$ cat src/rtl/pipe_hazard_ctrl_pkg.sv
// Shared definitions for the pipeline hazard sequencer: state encodings and widths.
package pipe_hazard_ctrl_pkg;

  localparam int unsigned HZ_STATE_WIDTH = 2;

  localparam logic [HZ_STATE_WIDTH-1:0] HZ_RUN      = 2'd0;
  localparam logic [HZ_STATE_WIDTH-1:0] HZ_MDU_WAIT = 2'd1;
  localparam logic [HZ_STATE_WIDTH-1:0] HZ_FLUSH    = 2'd2;

  typedef logic [4:0] reg_idx_t;

endpackage

$ cat src/rtl/pipe_hazard_ctrl_if.sv
// Hazard-sequencer bundle between the pipeline (master) and pipe_hazard_ctrl (slave).
// HAZARD_PERF_CNT_EN adds the stall/flush performance counter outputs.
interface pipe_hazard_ctrl_if;
  import pipe_hazard_ctrl_pkg::*;

  reg_idx_t D_rs1_i;
  reg_idx_t D_rs2_i;
  logic     D_use_rs1_i;
  logic     D_use_rs2_i;
  reg_idx_t E_dstE_i;
  logic     E_need_dstE_i;
  logic     E_is_load_i;
  logic     E_mispredict_i;
  logic     E_mdu_start_i;
  logic     mdu_done_i;
  logic     M_mem_req_i;
  logic     M_mem_ready_i;

  logic F_stall_o;
  logic D_stall_o;
  logic E_stall_o;
  logic F_bubble_o;
  logic D_bubble_o;
  logic M_bubble_o;
  logic redirect_o;
  logic [HZ_STATE_WIDTH-1:0] state_o;
  logic mdu_err_o;
`ifdef HAZARD_PERF_CNT_EN
  logic [31:0] stall_cyc_o;
  logic [31:0] flush_cyc_o;
`endif

  modport master (
    output D_rs1_i, D_rs2_i, D_use_rs1_i, D_use_rs2_i,
    output E_dstE_i, E_need_dstE_i, E_is_load_i, E_mispredict_i, E_mdu_start_i,
    output mdu_done_i, M_mem_req_i, M_mem_ready_i,
    input  F_stall_o, D_stall_o, E_stall_o, F_bubble_o, D_bubble_o, M_bubble_o,
    input  redirect_o, state_o, mdu_err_o
`ifdef HAZARD_PERF_CNT_EN
    , input stall_cyc_o, flush_cyc_o
`endif
  );

  modport slave (
    input  D_rs1_i, D_rs2_i, D_use_rs1_i, D_use_rs2_i,
    input  E_dstE_i, E_need_dstE_i, E_is_load_i, E_mispredict_i, E_mdu_start_i,
    input  mdu_done_i, M_mem_req_i, M_mem_ready_i,
    output F_stall_o, D_stall_o, E_stall_o, F_bubble_o, D_bubble_o, M_bubble_o,
    output redirect_o, state_o, mdu_err_o
`ifdef HAZARD_PERF_CNT_EN
    , output stall_cyc_o, flush_cyc_o
`endif
  );

endinterface

$ cat src/rtl/pipe_hazard_ctrl_loaduse_cmp.sv
// Combinational load-use detector: flags a D-stage read of a register an E-stage load writes.
module hz_loaduse_cmp
  import pipe_hazard_ctrl_pkg::*;
(
  input  reg_idx_t rs1,
  input  reg_idx_t rs2,
  input  logic     use_rs1,
  input  logic     use_rs2,
  input  reg_idx_t dst,
  input  logic     need_dst,
  input  logic     is_load,
  output logic     hazard
);

  logic rs1_hit;
  logic rs2_hit;

  assign rs1_hit = use_rs1 && (rs1 == dst);
  assign rs2_hit = use_rs2 && (rs2 == dst);
  // x0 is hardwired to zero, so a load targeting it never creates a dependency
  assign hazard  = is_load && need_dst && (dst != '0) && (rs1_hit || rs2_hit);

endmodule

$ cat src/rtl/pipe_hazard_ctrl.sv
// Central stall/bubble sequencer for the 5-stage pipeline (RUN / MDU_WAIT / FLUSH).
// Optional HAZARD_PERF_CNT_EN adds saturating stall and flush cycle counters.
module pipe_hazard_ctrl
  import pipe_hazard_ctrl_pkg::*;
#(
  parameter int unsigned FLUSH_CYCLES = 1,
  parameter int unsigned MDU_TIMEOUT  = 64
) (
  input logic clk_i,
  input logic rst_n,
  pipe_hazard_ctrl_if.slave hz
);

  logic [HZ_STATE_WIDTH-1:0] state_q, state_d;
  logic [3:0] flush_cnt_q, flush_cnt_d;
  logic [7:0] wd_cnt_q, wd_cnt_d;
  logic       err_q, err_d;

  logic f_stall, d_stall, e_stall;
  logic f_bubble, d_bubble, m_bubble, redirect;
  logic mem_wait, load_use;

  assign mem_wait = hz.M_mem_req_i && !hz.M_mem_ready_i;

  hz_loaduse_cmp u_loaduse (
    .rs1      (hz.D_rs1_i),
    .rs2      (hz.D_rs2_i),
    .use_rs1  (hz.D_use_rs1_i),
    .use_rs2  (hz.D_use_rs2_i),
    .dst      (hz.E_dstE_i),
    .need_dst (hz.E_need_dstE_i),
    .is_load  (hz.E_is_load_i),
    .hazard   (load_use)
  );

  always_comb begin
    f_stall     = 1'b0;
    d_stall     = 1'b0;
    e_stall     = 1'b0;
    f_bubble    = 1'b0;
    d_bubble    = 1'b0;
    m_bubble    = 1'b0;
    redirect    = 1'b0;
    state_d     = state_q;
    flush_cnt_d = flush_cnt_q;
    wd_cnt_d    = wd_cnt_q;
    err_d       = err_q;

    if (!rst_n) begin
      // Outputs follow reset combinationally so the pipeline sees nops immediately
      f_bubble = 1'b1;
      d_bubble = 1'b1;
      m_bubble = 1'b1;
    end else if (mem_wait) begin
      f_stall  = 1'b1;
      d_stall  = 1'b1;
      e_stall  = 1'b1;
      m_bubble = 1'b1;
    end else begin
      case (state_q)
        HZ_RUN: begin
          if (hz.E_mispredict_i) begin
            redirect = 1'b1;
            f_bubble = 1'b1;
            d_bubble = 1'b1;
            if (FLUSH_CYCLES > 1) begin
              state_d     = HZ_FLUSH;
              flush_cnt_d = 4'(FLUSH_CYCLES - 1);
            end
          end else if (hz.E_mdu_start_i && !hz.mdu_done_i) begin
            f_stall  = 1'b1;
            d_stall  = 1'b1;
            e_stall  = 1'b1;
            m_bubble = 1'b1;
            state_d  = HZ_MDU_WAIT;
            wd_cnt_d = 8'd1;
          end else if (load_use) begin
            f_stall  = 1'b1;
            d_bubble = 1'b1;
          end
        end
        HZ_MDU_WAIT: begin
          if (hz.mdu_done_i) begin
            state_d  = HZ_RUN;
            wd_cnt_d = '0;
          end else if (wd_cnt_q == 8'(MDU_TIMEOUT)) begin
            err_d    = 1'b1;
            state_d  = HZ_RUN;
            wd_cnt_d = '0;
          end else begin
            f_stall  = 1'b1;
            d_stall  = 1'b1;
            e_stall  = 1'b1;
            m_bubble = 1'b1;
            wd_cnt_d = wd_cnt_q + 8'd1;
          end
        end
        HZ_FLUSH: begin
          d_bubble = 1'b1;
          if (hz.E_mispredict_i) begin
            redirect    = 1'b1;
            f_bubble    = 1'b1;
            flush_cnt_d = 4'(FLUSH_CYCLES - 1);
          end else if (flush_cnt_q == 4'd1) begin
            state_d     = HZ_RUN;
            flush_cnt_d = '0;
          end else begin
            flush_cnt_d = flush_cnt_q - 4'd1;
          end
        end
        default: state_d = HZ_RUN;
      endcase
    end
  end

  always_ff @(posedge clk_i or negedge rst_n) begin
    if (!rst_n) begin
      state_q     <= HZ_RUN;
      flush_cnt_q <= '0;
      wd_cnt_q    <= '0;
      err_q       <= 1'b0;
    end else begin
      state_q     <= state_d;
      flush_cnt_q <= flush_cnt_d;
      wd_cnt_q    <= wd_cnt_d;
      err_q       <= err_d;
    end
  end

  assign hz.F_stall_o  = f_stall;
  assign hz.D_stall_o  = d_stall;
  assign hz.E_stall_o  = e_stall;
  assign hz.F_bubble_o = f_bubble;
  assign hz.D_bubble_o = d_bubble;
  assign hz.M_bubble_o = m_bubble;
  assign hz.redirect_o = redirect;
  assign hz.state_o    = state_q;
  assign hz.mdu_err_o  = err_q;

`ifdef HAZARD_PERF_CNT_EN
  logic [31:0] stall_cyc_q;
  logic [31:0] flush_cyc_q;

  always_ff @(posedge clk_i or negedge rst_n) begin
    if (!rst_n) begin
      stall_cyc_q <= '0;
      flush_cyc_q <= '0;
    end else begin
      if (f_stall && (stall_cyc_q != '1)) stall_cyc_q <= stall_cyc_q + 32'd1;
      if (d_bubble && (flush_cyc_q != '1)) flush_cyc_q <= flush_cyc_q + 32'd1;
    end
  end

  assign hz.stall_cyc_o = stall_cyc_q;
  assign hz.flush_cyc_o = flush_cyc_q;
`endif

endmodule
$ cat src/flat_wrapper.sv
// flat-port wrapper written by rule: the top's interface ports become plain ports
module pipe_hazard_ctrl_flat import pipe_hazard_ctrl_pkg::*;
#(
  parameter int unsigned FLUSH_CYCLES = 1,
  parameter int unsigned MDU_TIMEOUT  = 64
)
  (clk_i, rst_n, hz_D_rs1_i, hz_D_rs2_i, hz_D_use_rs1_i, hz_D_use_rs2_i, hz_E_dstE_i, hz_E_need_dstE_i, hz_E_is_load_i, hz_E_mispredict_i, hz_E_mdu_start_i, hz_mdu_done_i, hz_M_mem_req_i, hz_M_mem_ready_i, hz_F_stall_o, hz_D_stall_o, hz_E_stall_o, hz_F_bubble_o, hz_D_bubble_o, hz_M_bubble_o, hz_redirect_o, hz_state_o, hz_mdu_err_o);
  pipe_hazard_ctrl_if hz_i ();
  input logic clk_i;
  input logic rst_n;
  input wire logic [$bits(hz_i.D_rs1_i)-1:0] hz_D_rs1_i;
  input wire logic [$bits(hz_i.D_rs2_i)-1:0] hz_D_rs2_i;
  input wire logic [$bits(hz_i.D_use_rs1_i)-1:0] hz_D_use_rs1_i;
  input wire logic [$bits(hz_i.D_use_rs2_i)-1:0] hz_D_use_rs2_i;
  input wire logic [$bits(hz_i.E_dstE_i)-1:0] hz_E_dstE_i;
  input wire logic [$bits(hz_i.E_need_dstE_i)-1:0] hz_E_need_dstE_i;
  input wire logic [$bits(hz_i.E_is_load_i)-1:0] hz_E_is_load_i;
  input wire logic [$bits(hz_i.E_mispredict_i)-1:0] hz_E_mispredict_i;
  input wire logic [$bits(hz_i.E_mdu_start_i)-1:0] hz_E_mdu_start_i;
  input wire logic [$bits(hz_i.mdu_done_i)-1:0] hz_mdu_done_i;
  input wire logic [$bits(hz_i.M_mem_req_i)-1:0] hz_M_mem_req_i;
  input wire logic [$bits(hz_i.M_mem_ready_i)-1:0] hz_M_mem_ready_i;
  output wire logic [$bits(hz_i.F_stall_o)-1:0] hz_F_stall_o;
  output wire logic [$bits(hz_i.D_stall_o)-1:0] hz_D_stall_o;
  output wire logic [$bits(hz_i.E_stall_o)-1:0] hz_E_stall_o;
  output wire logic [$bits(hz_i.F_bubble_o)-1:0] hz_F_bubble_o;
  output wire logic [$bits(hz_i.D_bubble_o)-1:0] hz_D_bubble_o;
  output wire logic [$bits(hz_i.M_bubble_o)-1:0] hz_M_bubble_o;
  output wire logic [$bits(hz_i.redirect_o)-1:0] hz_redirect_o;
  output wire logic [$bits(hz_i.state_o)-1:0] hz_state_o;
  output wire logic [$bits(hz_i.mdu_err_o)-1:0] hz_mdu_err_o;
  assign hz_i.D_rs1_i = hz_D_rs1_i;
  assign hz_i.D_rs2_i = hz_D_rs2_i;
  assign hz_i.D_use_rs1_i = hz_D_use_rs1_i;
  assign hz_i.D_use_rs2_i = hz_D_use_rs2_i;
  assign hz_i.E_dstE_i = hz_E_dstE_i;
  assign hz_i.E_need_dstE_i = hz_E_need_dstE_i;
  assign hz_i.E_is_load_i = hz_E_is_load_i;
  assign hz_i.E_mispredict_i = hz_E_mispredict_i;
  assign hz_i.E_mdu_start_i = hz_E_mdu_start_i;
  assign hz_i.mdu_done_i = hz_mdu_done_i;
  assign hz_i.M_mem_req_i = hz_M_mem_req_i;
  assign hz_i.M_mem_ready_i = hz_M_mem_ready_i;
  assign hz_F_stall_o = hz_i.F_stall_o;
  assign hz_D_stall_o = hz_i.D_stall_o;
  assign hz_E_stall_o = hz_i.E_stall_o;
  assign hz_F_bubble_o = hz_i.F_bubble_o;
  assign hz_D_bubble_o = hz_i.D_bubble_o;
  assign hz_M_bubble_o = hz_i.M_bubble_o;
  assign hz_redirect_o = hz_i.redirect_o;
  assign hz_state_o = hz_i.state_o;
  assign hz_mdu_err_o = hz_i.mdu_err_o;
  pipe_hazard_ctrl #(.FLUSH_CYCLES(FLUSH_CYCLES), .MDU_TIMEOUT(MDU_TIMEOUT)) u_core (.clk_i(clk_i), .rst_n(rst_n), .hz(hz_i));
endmodule
$ cat config.mk
export PLATFORM = sky130hd
export DESIGN_NAME = pipe_hazard_ctrl_flat
export DESIGN_NICKNAME = d
export VERILOG_FILES = /design/src/rtl/pipe_hazard_ctrl_pkg.sv /design/src/rtl/pipe_hazard_ctrl_if.sv /design/src/rtl/pipe_hazard_ctrl_loaduse_cmp.sv /design/src/rtl/pipe_hazard_ctrl.sv /design/src/flat_wrapper.sv
export SDC_FILE = /design/constraint.sdc
export NUM_CORES = 1
export LEC_CHECK = 0
export ABC_AREA = 1
export BUFFER_PORTS_ARGS = -buffer_cell sky130_fd_sc_hd__buf_4
export CAP_MARGIN = 15
export CORE_MARGIN = 5
export CORE_UTILIZATION = 49
export DETAILED_ROUTE_END_ITERATION = 12
export PLACE_DENSITY = 0.79
export SYNTH_ARGS = -nofsm -noshare
export SYNTH_HDL_FRONTEND = slang
export SYNTH_SLANG_ARGS = --single-unit
$ cat constraint.sdc
create_clock -name clk_i -period 1.8 [get_ports clk_i]
set_clock_uncertainty 0.2 [all_clocks]
set_input_delay 0.09 -clock clk_i [delete_from_list [all_inputs] [get_ports clk_i]]
set_output_delay 0.09 -clock clk_i [all_outputs]
set_load 0.02 [all_outputs]
Yosys cells after proc, flatten, opt, wreduce, memory -nomap -nowiden --
Cells that the tools add are included.
Storage, ports and cells: register bits 15, word-level logic and storage cells 75
Operators by class: add/subtract/negate cells 2, equal/unequal tests 11, muxes and demuxes 38, reduce and logical (&&, ||, !) cells 18, bitwise operators 2
Operators with widths (number):
- two-way mux 8 bit | 4
- two-way mux 1 bit | 21
- one-hot mux 8 bit (2 select lines) | 1
- two-way mux 2 bit | 6
- equality test 5 bit | 2
- AND reduction 5 bit | 2
- adder 8 x 1 -> 8 bit, second input constant | 1
- equality test 8 x 7 -> 1 bit, second input constant | 1
- two-way mux 4 bit | 2
- logical AND 1 bit | 7
- AND reduction 7 bit | 1
- one-hot mux 1 bit (2 select lines) | 3
- one-hot mux 2 bit (3 select lines) | 1
- nonzero test 5 bit | 1
- equality test 4 x 1 -> 1 bit, second input constant | 1
- inequality test 2 x 1 -> 1 bit, second input constant | 2
- inequality test 2 bit, second input constant | 2
- subtractor 4 x 1 -> 4 bit, second input constant | 1
- inequality test 3 x 2 -> 1 bit, second input constant | 1
- AND reduction 3 bit | 1
- equality test 2 x 1 -> 1 bit, second input constant | 1
- equality test 2 bit, second input constant | 1
- zero test 1 bit | 2
- zero test 2 bit | 1
- other kinds (4) | 5

Longest topological paths before layout --
word-level depth 10, gate-level depth with buffers 10

Modules after synthesis --
From an unflattened synthesis, not the netlist that was laid out.
Second synthesis, totals: cell total of the unflattened synthesis 168, area total of the unflattened synthesis 991.0 sq um
By module, submodules not included:
- pipe_hazard_ctrl | cells an instance 113, area an instance 773.2 sq um, instances 1
- hz_loaduse_cmp | cells an instance 55, area an instance 217.7 sq um, instances 1

Worst setup path before layout --
No wires, ideal clock.
path type reg2out, from register u_core.state_q[0], in the netlist u_core.hz.state_o[0], to output port hz_redirect_o, data required time 1.510 ns, stages on the path, launching flop included 3, buffers on the path 1, data arrival time 1.407 ns, slack 0.103 ns, cell sequence dfrtp_1 buf_2 nor4_1
Between the ends: longest elaborated chain between the ends 5, elaborated cells on any way between the ends 6
Ends and longest elaborated chain:
- start, declared | RTL line pipe_hazard_ctrl.sv:14 | logic [HZ_STATE_WIDTH-1:0] state_q, state_d;
- start signal, assigned | RTL line pipe_hazard_ctrl.sv:123 | state_q <= state_d;
- equality test 2 bit or zero test 2 bit (tied branches) | RTL line pipe_hazard_ctrl.sv:60 | case (state_q)
- OR reduction 2 bit (no line) *
- two-way mux 1 bit *
- two-way mux 1 bit * | RTL line pipe_hazard_ctrl.sv:54 | end else if (mem_wait) begin
- two-way mux 1 bit * | RTL line pipe_hazard_ctrl.sv:49 | if (!rst_n) begin
- end, declared | RTL line flat_wrapper.sv:29 | output wire logic [$bits(hz_i.redirect_o)-1:0] hz_redirect_o;
Every way passes the cells marked *; elsewhere a longest branch is shown, timed or not.

Final worst setup path --
from register u_core.wd_cnt_q[1], to output port hz_F_stall_o
Between the ends: longest elaborated chain between the ends 6
Ends and longest elaborated chain:
- start, declared | RTL line pipe_hazard_ctrl.sv:16 | logic [7:0] wd_cnt_q, wd_cnt_d;
- start signal, assigned | RTL line pipe_hazard_ctrl.sv:125 | wd_cnt_q <= wd_cnt_d;
- equality test 8 x 7 -> 1 bit | RTL line pipe_hazard_ctrl.sv:86 | end else if (wd_cnt_q == 8'(MDU_TIMEOUT)) begin
- two-way mux 1 bit | RTL line pipe_hazard_ctrl.sv:86
- two-way mux 1 bit | RTL line pipe_hazard_ctrl.sv:83 | if (hz.mdu_done_i) begin
- one-hot mux 1 bit (2 select lines) | RTL line pipe_hazard_ctrl.sv:60
- two-way mux 1 bit | RTL line pipe_hazard_ctrl.sv:54
- two-way mux 1 bit | RTL line pipe_hazard_ctrl.sv:49
- end, declared | RTL line flat_wrapper.sv:23 | output wire logic [$bits(hz_i.F_stall_o)-1:0] hz_F_stall_o;
No other way between the ends.

==> run summary <==
The flow ran to the end, but the final reports show violations. The checks that failed: setup timing. The worst-case clock buffer depth came out at 2. Of the available clock period, the critical path in the final layout requires 1.02.

The cell area that synthesis handed to floorplanning was 986 um2. The final-stage net count is 242. The iteration-0 DRC count of the detailed router is 55. The data arrival time of the critical path is 1540 ps.

The synthesis-to-finish area growth came out at 45.4%. The total die area is 3010 um2. The number of non-filler instances in the completed layout came out at 239. TritonCTS built the clock tree.

The global route total overflow came out at 0. The worst-case IR drop observed on VDD is 0.741 mV. The final hold slack is 95.5 ps. The total number of placement rows is 16. After detailed routing, the number of remaining DRC violations is 0. The time the final worst path needs with I/O delays and setup is 1830 ps. The number of nets with antenna violations after routing is 0. The number of global-route vias before repair is 1,225.

The min-delay analysis places its worst path in the category input pin to async pin. When the netlist entered floorplanning its net count stood at 194. Sorting the synthesized cells by how often they occur yields 46 x nand2_1, 34 x inv_1, 19 x nor2_1, 17 x nand3_1, 10 x dfrtp_1. The wire length of the first global-routing pass is 5.01 mm. The number of placed I/O pins came out at 36.

The required time at the endpoint of the critical path is 1510 ps. The adder and majority gate portion of the synthesized area is 0.0254. The iteration count of the initial detailed-routing pass is 4. The clock edge transition at the registers on the reported setup and hold paths is 70 ps. The fraction of synthesized cell area taken by the top area cell type is 0.254. The most numerous cell type found on the critical path is nand2_2.

The share of the Yosys chip area taken by registers is 0.254. The number of setup violations in the final report is 3. The placeable core area came out at 1940 um2.

The number of enable-type register cells in the synthesized netlist is 0. Along the worst path, the maximum fanout reaches 3. The library cell occupying the most area in the post-synthesis netlist is dfrtp_1.

Synthesis produced a netlist whose cell count is 166. The signal on the critical path passes through inv_2 > ha_4 > inv_2 > nor2_2 > nand2_2 > nand3_2 > nand3_2 > nand2_2 > nand2_2 > buf_6. The number of maximum-capacitance violations is 0. After synthesis, the mean cell area works out to 5.94 um2. The global-route total usage across every layer is 0.226.

Counting tap cells, the placed design contains a total of 226 instances. The total leakage power came out at 0.804 nW. The number of cells on the worst reg-to-reg path came out at 11.

The count of pins over their slew limit is 0. The cell with the largest stage delay on the worst path is dfrtp_1. The detailed router placed 1,228 vias in this run. The final hold violation count came out at 0. The routed wire length per instance came out at 13.5 um. Counting the buffers created by CTS gives 3. The largest net degree at the start of global routing came out at 13. CTS placed an instance of clkbuf_4 at the clock tree root.

The post-detailed-placement cell area came out at 1270 um2. The most common cell in the synthesized netlist is nand2_1. The fraction of synthesis flops using an asynchronous set or reset pin is 1.00. The share of total power dissipated in sequential elements is 0.273. The count of buffers from port buffering is 34. The final wirelength came out at 3.22 mm. After synthesis, the cell types taking the most area are dfrtp_1 25%, nand2_1 18%, inv_1 13%, nand3_1 8.6%, nor2_1 7.2%. The repair_antennas step left the layout with diodes totalling 0. The post-synthesis register bit count is 10. Of the total synthesized cell area, the portion taken by AND, OR, NAND and NOR gates is 0.475.

The maximum level of the CTS H-tree came out at 1. Dividing the detail-routed via count by the number of cells gives 5.14. The worst setup path is launched from a flop. The combinational fraction of design power came out at 0.604. The final setup slack of the worst path came out at -33.1 ps. The net load switching power is 0.532 mW. The compound-cell area share of the yosys netlist is 0.0660. The most used flip-flop cell after synthesis is dfrtp_1. The number of sinks handled by clock tree synthesis came out at 10. The floorplan step set the die width to 54.9 um. The share of layout cells above drive strength 1 is 0.344. The kind of critical path is flop to output port. The detailed-placement wirelength estimate came out at 2.21 mm. Setup repair after global routing could not meet its margin everywhere. The clock reaches the later pin of the worst-skew pair after 270 ps.

The kind of capture point of the worst setup path is an output port. The proportion of power drawn by the clock network came out at 0.123. The achievable clock frequency came out at 546 MHz. The setup slack after placement is 159 ps. The Yosys step of the flow raised 0 warnings.

The initial cell density of the core came out at 0.508. Routability-driven placement finished with a final weighted congestion of 0.902. The number of antenna violations at the first check in global routing came to 0. For this design the ratio of total power to cell area is 842 nW/um2. After synthesis, the largest family of logic cells by area is simple AND/OR/NAND/NOR gates.

The internal power is 0.676 mW. The die is 54.9 um tall. The distinct cell type count of the synthesized netlist came out at 23. Of the total synthesized cell area, the portion taken by XOR and XNOR cells is 0.0178. Power comes to 1.21 mW. The fraction of power spent switching nets came out at 0.441. The maximum single-stage delay on the critical path is 400 ps. The mux contribution to synthesized area came out at 0. The summed area of non-filler cells in the final layout came out at 1430 um2.
[stage by stage]
| stage | utilization | setup TNS (ps) |
|---|---|---|
| final | 0.738 | -76.7 |
| after global routing | 0.738 | -691 |
| after CTS | 0.705 | 0 |
| after detailed placement | 0.654 | 0 |
| after global placement | 0.654 | 0 |
| after floorplan | - | 0 |
[power groups by stage]
stage                     Sequential [mW]  Combinational (mW)  Clock, mW
final                               0.329               0.730      0.149
after global routing                0.332               0.796      0.167
after CTS                           0.318               0.608      0.153
after detailed placement            0.328               0.515          0
after global placement              0.321               0.497          0
after floorplan                     0.329               0.327          0
[layer usage]
| layer | vias up | global-route usage | part of all wire |
|---|---|---|---|
| met4 | 0 | 0.0871 | 0.016 |
| met3 | 12 | 0.0518 | 0.066 |
| li1 | 599 | - | - |
| met2 | 56 | 0.411 | 0.52 |
| met1 | 561 | 0.250 | 0.39 |
| met5 | - | 0 | 0 |
[worst max-delay path, delay by kind of cell, from the launching register on]
kind	cells	cell delay, ps
and+or+nand+nor	6	500
buffers and inverters	3	260
DFF	1	400
adders and majority gates	1	130
[final timing paths]
check                                                 from                              end  slack, ps
min in group clk_i                          hz_M_mem_req_i  u_core.hz.mdu_err_o$_DFFE_PN0P_        130
hold reg to reg            u_core.hz.mdu_err_o$_DFFE_PN0P_  u_core.hz.mdu_err_o$_DFFE_PN0P_        290
max in group asynchronous                            rst_n   u_core.wd_cnt_q[1]$_DFFE_PN0P_       1130
hold / removal                                       rst_n   u_core.wd_cnt_q[5]$_DFFE_PN0P_        100
setup / recovery            u_core.wd_cnt_q[1]$_DFFE_PN0P_                     hz_F_stall_o        -30
setup reg to reg            u_core.wd_cnt_q[1]$_DFFE_PN0P_   u_core.wd_cnt_q[3]$_DFFE_PN0P_         20
[cell families after synthesis]
logic type	Yosys count
and+or+nand+nor	101
buffers and inverters	38
AOI/OAI and AO/OA	12
DFF	10
xor gates and xnor gates	2
adders and majority gates	2
other	1
[placed cells by master, fill, tap and decap left out, types with 2 or more instances in the layout]
cell           instances
dlygate4sd3_1          2
nor2_1                16
nor2_2                 5
nand3_2                2
clkbuf_4               3
nor3_1                 3
nand3_1               16
nand2_4                2
xor2_1                 2
buf_4                 39
nand4_1                3
nand2_2                6
o21ai_0                8
dfrtp_1               10
nand2_1               44
inv_2                  4
buf_6                  5
inv_1                 30
nor2_4                 3
[sequential cells by signal, indices dropped and copies added, names as in the netlist]
| register | flops |
|---|---|
| u_core.hz.state_o | 1 |
| u_core.hz.mdu_err_o | 1 |
| u_core.wd_cnt_q | 8 |
[repair_timing]
| item | CTS | global route |
|---|---|---|
| resized for setup | 2 | 19 |
| hold buffers | 2 | 0 |
| endpoints found under the setup margin | 4 | 9 |
| hold endpoints to repair | 12 | 0 |
| pin swaps | 1 | 3 |
| buffers inserted | 7 | 2 |
[cell type report]
class | count | area (um2)
Sequential cell | 10 | 250
Timing Repair Buffer | 46 | 369
Clock buffer | 3 | 22.5
Multi-Input combinational cell | 118 | 622
Tap cell | 27 | 33.8
Inverter | 35 | 136
Fill cell | 154 | 508
Note: power is estimated with default switching activity, not from simulation.
